### config.mk
export PLATFORM = sky130hd
export DESIGN_NAME = pipe_hazard_ctrl
export DESIGN_NICKNAME = d
export VERILOG_FILES = /design/src/rtl/pipe_ctrl_pkg.sv /design/src/rtl/sat_counter.sv /design/src/rtl/pipe_hazard_ctrl.sv
export SDC_FILE = /design/constraint.sdc
export NUM_CORES = 1
export LEC_CHECK = 0
export CAP_MARGIN = 20
export CORE_UTILIZATION = 40
export DETAILED_ROUTE_END_ITERATION = 8
export PLACE_DENSITY = 0.75
export SYNTH_ARGS = -nofsm -noshare
export SYNTH_HDL_FRONTEND = slang
export SYNTH_SLANG_ARGS = --single-unit
### constraint.sdc
create_clock -name clk -period 2.1 [get_ports clk]
set_input_delay 0.42 -clock clk [delete_from_list [all_inputs] [get_ports clk]]
set_output_delay 0.42 -clock clk [all_outputs]
set_load 0.02 [all_outputs]
### src/rtl/pipe_ctrl_pkg.sv
`default_nettype none
// ============================================================================
// Module  : pipe_ctrl_pkg
// Brief   : Shared encodings for the pipeline hazard controller: ALUOp codes
//           that occupy EX for several cycles, Jump encodings and FSM states.
// Revision: 1.0 - initial release
// ============================================================================
package pipe_ctrl_pkg;

  // ALUOp codes that start a multi-cycle EX operation
  localparam logic [3:0] ALUOP_MULT = 4'b1100;
  localparam logic [3:0] ALUOP_DIV  = 4'b1101;

  // Jump field carried in ID/EX; anything other than JUMP_NONE redirects
  localparam logic [1:0] JUMP_NONE  = 2'b00;
  localparam logic [1:0] JUMP_J     = 2'b01;
  localparam logic [1:0] JUMP_JR    = 2'b10;
  localparam logic [1:0] JUMP_JAL   = 2'b11;

  // Controller state, explicitly one bit wide
  typedef enum logic [0:0] {
    RUN  = 1'b0,
    BUSY = 1'b1
  } state_e;

  // Larger of two integers, used to size the occupancy counter
  function automatic int max_int(input int a, input int b);
    return (a > b) ? a : b;
  endfunction

endpackage
`default_nettype wire

### src/rtl/sat_counter.sv
`default_nettype none
// ============================================================================
// Module  : sat_counter
// Brief   : Up-counter that sticks at all-ones instead of wrapping.
// Revision: 1.0 - initial release
// ============================================================================
module sat_counter #(
  parameter int W = 16
) (
  input  logic         clk,
  input  logic         rst_n,
  input  logic         inc,
  output logic [W-1:0] count
);

  logic [W-1:0] count_q;
  logic [W-1:0] count_d;

  // Next value: advance on inc unless already saturated
  always_comb begin
    count_d = count_q;
    if (inc && (count_q != {W{1'b1}})) begin
      count_d = count_q + {{(W-1){1'b0}}, 1'b1};
    end
  end

  // Count register, cleared asynchronously
  always_ff @(posedge clk or negedge rst_n) begin
    if (!rst_n) begin
      count_q <= '0;
    end else begin
      count_q <= count_d;
    end
  end

  assign count = count_q;

endmodule
`default_nettype wire

### src/rtl/pipe_hazard_ctrl.sv
`default_nettype none
// ============================================================================
// Module  : pipe_hazard_ctrl
// Brief   : Stall/flush controller for the five-stage pipeline. Resolves
//           control-transfer redirects, load-use hazards and multi-cycle
//           MULT/DIV occupancy of EX, and keeps saturating statistics.
// Revision: 1.0 - initial release
// ============================================================================
module pipe_hazard_ctrl
  import pipe_ctrl_pkg::*;
#(
  parameter int MUL_LAT = 4,
  parameter int DIV_LAT = 8,
  parameter int CNT_W   = 16
) (
  input  logic             clk,
  input  logic             rst_n,
  input  logic [4:0]       id_rs,
  input  logic [4:0]       id_rt,
  input  logic             id_uses_rt,
  input  logic             ex_mem_read,
  input  logic [4:0]       ex_rd,
  input  logic [3:0]       ex_alu_op,
  input  logic [1:0]       ex_jump,
  input  logic             ex_j_jump,
  input  logic             ex_branch_taken,
  output logic             pc_write,
  output logic             ifid_write,
  output logic             ifid_flush,
  output logic             idex_write,
  output logic             idex_flush,
  output logic             exmem_bubble,
  output logic             muldiv_done,
  output logic [CNT_W-1:0] stall_cycles,
  output logic [CNT_W-1:0] flush_events
);

  // Occupancy counter holds at most LAT-2; never narrower than one bit
  localparam int MAX_LAT  = max_int(MUL_LAT, DIV_LAT);
  localparam int CNT_BITS = ($clog2(MAX_LAT) < 1) ? 1 : $clog2(MAX_LAT);
  localparam logic [CNT_BITS-1:0] MUL_LOAD = CNT_BITS'(MUL_LAT - 2);
  localparam logic [CNT_BITS-1:0] DIV_LOAD = CNT_BITS'(DIV_LAT - 2);

  state_e              state_q, state_d;
  logic [CNT_BITS-1:0] cnt_q, cnt_d;

  logic is_run;
  logic redirect;
  logic md_start;
  logic load_use;
  logic busy_stall;
  logic md_release;
  logic rd_match;

  // Hazard decode; priority in RUN is redirect > MULT/DIV > load-use
  always_comb begin
    is_run     = (state_q == RUN);
    redirect   = is_run && ((ex_jump != JUMP_NONE) || ex_j_jump || ex_branch_taken);
    md_start   = is_run && !redirect &&
                 ((ex_alu_op == ALUOP_MULT) || (ex_alu_op == ALUOP_DIV));
    rd_match   = (ex_rd == id_rs) || (id_uses_rt && (ex_rd == id_rt));
    load_use   = is_run && !redirect && !md_start &&
                 ex_mem_read && (ex_rd != 5'd0) && rd_match;
    busy_stall = (state_q == BUSY) && (cnt_q != '0);
    md_release = (state_q == BUSY) && (cnt_q == '0);
  end

  // Pipeline register controls; reset forces a fully frozen, bubbled pipe
  always_comb begin
    pc_write     = 1'b1;
    ifid_write   = 1'b1;
    ifid_flush   = 1'b0;
    idex_write   = 1'b1;
    idex_flush   = 1'b0;
    exmem_bubble = 1'b0;
    muldiv_done  = 1'b0;
    if (!rst_n) begin
      pc_write     = 1'b0;
      ifid_write   = 1'b0;
      idex_write   = 1'b0;
      ifid_flush   = 1'b1;
      idex_flush   = 1'b1;
      exmem_bubble = 1'b1;
    end else if (redirect) begin
      ifid_flush = 1'b1;
      idex_flush = 1'b1;
    end else if (md_start || busy_stall) begin
      pc_write     = 1'b0;
      ifid_write   = 1'b0;
      idex_write   = 1'b0;
      exmem_bubble = 1'b1;
    end else if (load_use) begin
      pc_write   = 1'b0;
      ifid_write = 1'b0;
      idex_flush = 1'b1;
    end else if (md_release) begin
      muldiv_done = 1'b1;
    end
  end

  // FSM next state: load LAT-2 on start, count down, release at zero
  always_comb begin
    state_d = state_q;
    cnt_d   = cnt_q;
    case (state_q)
      RUN: begin
        if (md_start) begin
          state_d = BUSY;
          cnt_d   = (ex_alu_op == ALUOP_DIV) ? DIV_LOAD : MUL_LOAD;
        end
      end
      BUSY: begin
        if (cnt_q != '0) begin
          cnt_d = cnt_q - {{(CNT_BITS-1){1'b0}}, 1'b1};
        end else begin
          state_d = RUN;
        end
      end
      default: begin
        state_d = RUN;
        cnt_d   = '0;
      end
    endcase
  end

  // State and occupancy registers; reset aborts any MULT/DIV in flight
  always_ff @(posedge clk or negedge rst_n) begin
    if (!rst_n) begin
      state_q <= RUN;
      cnt_q   <= '0;
    end else begin
      state_q <= state_d;
      cnt_q   <= cnt_d;
    end
  end

  sat_counter #(
    .W (CNT_W)
  ) u_stall_cnt (
    .clk   (clk),
    .rst_n (rst_n),
    .inc   (!pc_write),
    .count (stall_cycles)
  );

  sat_counter #(
    .W (CNT_W)
  ) u_flush_cnt (
    .clk   (clk),
    .rst_n (rst_n),
    .inc   (redirect),
    .count (flush_events)
  );

endmodule
`default_nettype wire

==> out/results.txt <==
Clock-pin slew of the registers on the worst-case setup and hold paths: 0.08 ns. The critical path goes through clkdlybuf4s50_1 -> xnor2_1 -> nand4_1 -> o22ai_2 -> buf_6 -> a21oi_4 -> and4b_2 -> buf_6. The net count after synthesis was 212; the transition time at the pin with the least slew margin was 0.401 ns.

The post-synthesis cell type with the largest combined area is dfrtp_1. The data required time at the worst endpoint came out at 1.68 ns. The final critical delay including setup and external delays was 2.29 ns; the power density over the cells was 966 nW/um^2. Among all flip-flop cells after synthesis, the most frequent one is dfrtp_1. The detailed router finished its first iteration with 92 violations.

The net count of the finished layout is 324. Worst setup slack after layout: -0.192 ns. The largest net degree at the start of global routing came out at 20. The tools report the category of the worst setup path launch point as an input pin. The type of the most critical hold path was input pin to asynchronous set/reset pin.

The number of standard cells after synthesis is 181. Count of TritonRoute iterations in the first routing pass: 6. The logs give 0 for the number of failing hold endpoints at the final stage and 35.1% for the register share of total power. Max-cap violations in this run came to 0. For the final setup skew, the log shows 0.00788 ns. During synthesis, Yosys emitted a total of 0 warnings. Via count of the first global-routing pass: 1,786. For the total cell area at the placement stage, the log shows 2820 sq um. The classification of the worst setup path was input pin to primary output. The detailed-route wire length per cell works out to 14.8 um.

For the worst-skew pair, the clock arrives at the later sink with an insertion delay of 0.29 ns. Setup repair after global routing could not meet its margin everywhere. For this block, the routed nets add up to 5130 um of wire. The top cell types in the final layout, fill and taps aside, are 47 x clkdlybuf4s50_1, 42 x buf_4, 35 x dfrtp_1.

0 antenna diodes ended up in the layout. The critical path's most frequent cell was buf_6. Of the available clock period, the critical path in the final layout requires 109%. The number of slew-limit violations in the final report came out at 0. The H-tree was split into 2 levels. In this run the vertical extent of the chip is 71 um. Via count of the routed design: 1,789. Of the cells placed in the final design, the portion with a size suffix greater than 1 is 31.0%.

The die span in x is 71 um. The most frequent standard cell in the layout excluding fill and tap cells was clkdlybuf4s50_1. The tree is rooted in a clkbuf_8.

The initial utilization of the core area, before any placement, comes to 42.6%. The critical path starts at id_rt[1]. The final reports fail on design-rule violations, negative setup slack. In this run the remaining antenna-violating nets after routing total 0. Of all nets on the critical path, the largest fanout is 2. For the worst setup path, the data arrival time is 1.87 ns. The final cell count without fillers was 346; the area growth from synthesis to layout was 66.8%. Net switching is 38.7% of the power.

Maximum resistive drop on vdd: 0.597 mV. Yosys attributes the largest share of cell area to dfrtp_1 47%, xnor2_1 11%, xor2_1 6.9%. The largest buffer count on any clock path is 2. Summing every instance area after synthesis gives 1900 sq um. Total global-route track usage: 21.1%. The internal portion of the total power is 1880 uW. Summing internal, switching and leakage power gives 3070 uW. The proportion of power drawn by the clock network came out at 16.2%. Of the total power, combinational logic draws 48.7%. The share of the Yosys chip area taken by registers is 47.3%.

The largest single stage delay on the critical path is 0.47 ns. Counting the buffers created by CTS gives 5. The core region is 4470 sq um. Dividing the synthesized area by the synthesized cell count gives 10.5 sq um.

The number of hold buffers added after CTS was 0. The tools report the count of different cell masters after synthesis as 42. The worst pin sits at a relative slew slack of 73.1%.

The type of element capturing the critical path was a primary output. After legalization and detailed placement, the total HPWL measured 3460 um. The run gives 1190 uW as the net load switching power. The number of synthesized flops with an enable pin was 0.

The remaining global-route overflow came out at 0. For this design the static power due to leakage is 0.00133 uW. Count of buffers inserted at the top-level ports: 65.

The highest attainable clock frequency is 0.436 GHz. The first-pass GRT wire length was 8220 um. The slowest stage of the critical path is the clkdlybuf4s50_1 cell. Using the TritonRoute via totals, the vias-per-cell ratio works out to 5.17. Fraction of synthesized cell area taken by the top area cell type: 47.3%.

TritonCTS built the clock tree. The initialized floorplan defines 24 standard-cell rows. The startpoint of the worst-slack reg-to-reg timing path is cnt_q[1]. Initial antenna violation count: 0. The total number of clock tree sinks is 36.

The number of top-level pins came out at 66. Summing all non-filler instances in the final layout gives an area of 3180 sq um. In the synthesized netlist the async set-or-reset flop fraction comes to 100%. The routability-driven placement congestion ratio is 0.745, and the DRC violations left is 3.

The tools report the area enclosed by the die boundary as 5040 sq um. The flow ran to the end, but the final reports show violations. The total of flip-flops plus latches after synthesis was 36. The count of endpoints failing setup in the final report was 7; the number of placed instances with taps included was 324.
synth_stat cells (all sizes together), types with 2 or more instances:
master  instances
a21oi           3
and3            2
and4            2
buf             2
dfrtp          36
ha              4
inv             7
mux2            3
nand2          17
nand2b          2
nand3           9
nand4           6
nor2           12
nor3            9
nor4            5
nor4b           3
o21ai           3
or4             2
xnor2          23
xor2           15
critical path: cells and delay by family:
kind,cells,cell delay [ns]
AOI/OAI and AO/OA,2,0.21
xor gates and xnor gates,1,0.13
buffers and inverters,3,0.73
and+or+nand+nor,2,0.37
area by class of cell:
type / count / area (sq um)
Clock buffer: 5 / 68.8
Fill cell: 335 / 1300
Tap cell: 52 / 65.1
Clock inverter: 3 / 18.8
Timing Repair Buffer: 107 / 960
Multi-Input combinational cell: 135 / 1130
Inverter: 8 / 35.0
Sequential cell: 36 / 902
power by group through the flow:
stage / clock (uW) / combinational, uW / sequential (uW)
after floorplan: 0 / 460 / 1240
after global placement: 0 / 1260 / 1070
after detailed placement: 0 / 1300 / 1070
after CTS: 510 / 1400 / 1060
after global routing: 537 / 1610 / 1110
final: 499 / 1490 / 1080
routing by layer:
| metal | global-route usage, % | share of wire [%] |
|---|---|---|
| met3 | 6.55 | 6.3 |
| met4 | 6.67 | 1.7 |
| met5 | 0 | 0 |
| met1 | 25.2 | 41 |
| met2 | 36.4 | 51 |
stage by stage:
step	setup slack, ns	hold WS, ns	setup TNS (ns)	util (%)
detailed placement	-0.984	0.441	-15.22	63.0
floorplan	-0.254	0.124	-0.356	-
CTS	-0.183	0.122	-0.842	68.0
global route	-0.254	0.145	-1.36	71.0
global placement	-0.956	0.440	-14.11	63.0
finish	-0.192	0.124	-0.699	71.0
flip-flops by register name (all words and copies together) (netlist names):
register / count
cnt_q: 3
u_flush_cnt.count: 16
state_q: 1
u_stall_cnt.count: 16
cell families (layout without fill, tap and decap cells):
kind of cell	Yosys count	in the layout	synth area share, %
flops	36	36	47.3
simple gates	74	74	21.0
xor+xnor	38	38	17.5
compound gates	15	15	6.70
buf+inv	10	123	2.63
mux	4	4	2.30
fa+ha+maj	4	4	2.63
timing repair:
item	4_1_cts	5_1_grt
setup endpoints to repair	23	20
gates resized for setup	71	14
pin swaps	12	16
cloned	0	0
buffers inserted	7	7
final timing paths:
path	slack, ns	cells past startpoint	end
min in group clk	0.50	1	u_stall_cnt.count[15]
max reg2reg	0.09	12	u_stall_cnt.count[8]
max	-0.19	8	muldiv_done
min	0.12	2	u_stall_cnt.count[14]
min reg2reg	0.50	1	u_stall_cnt.count[15]
max in group asynchronous	1.42	3	state_q
Power figures use the tool's default switching activity.
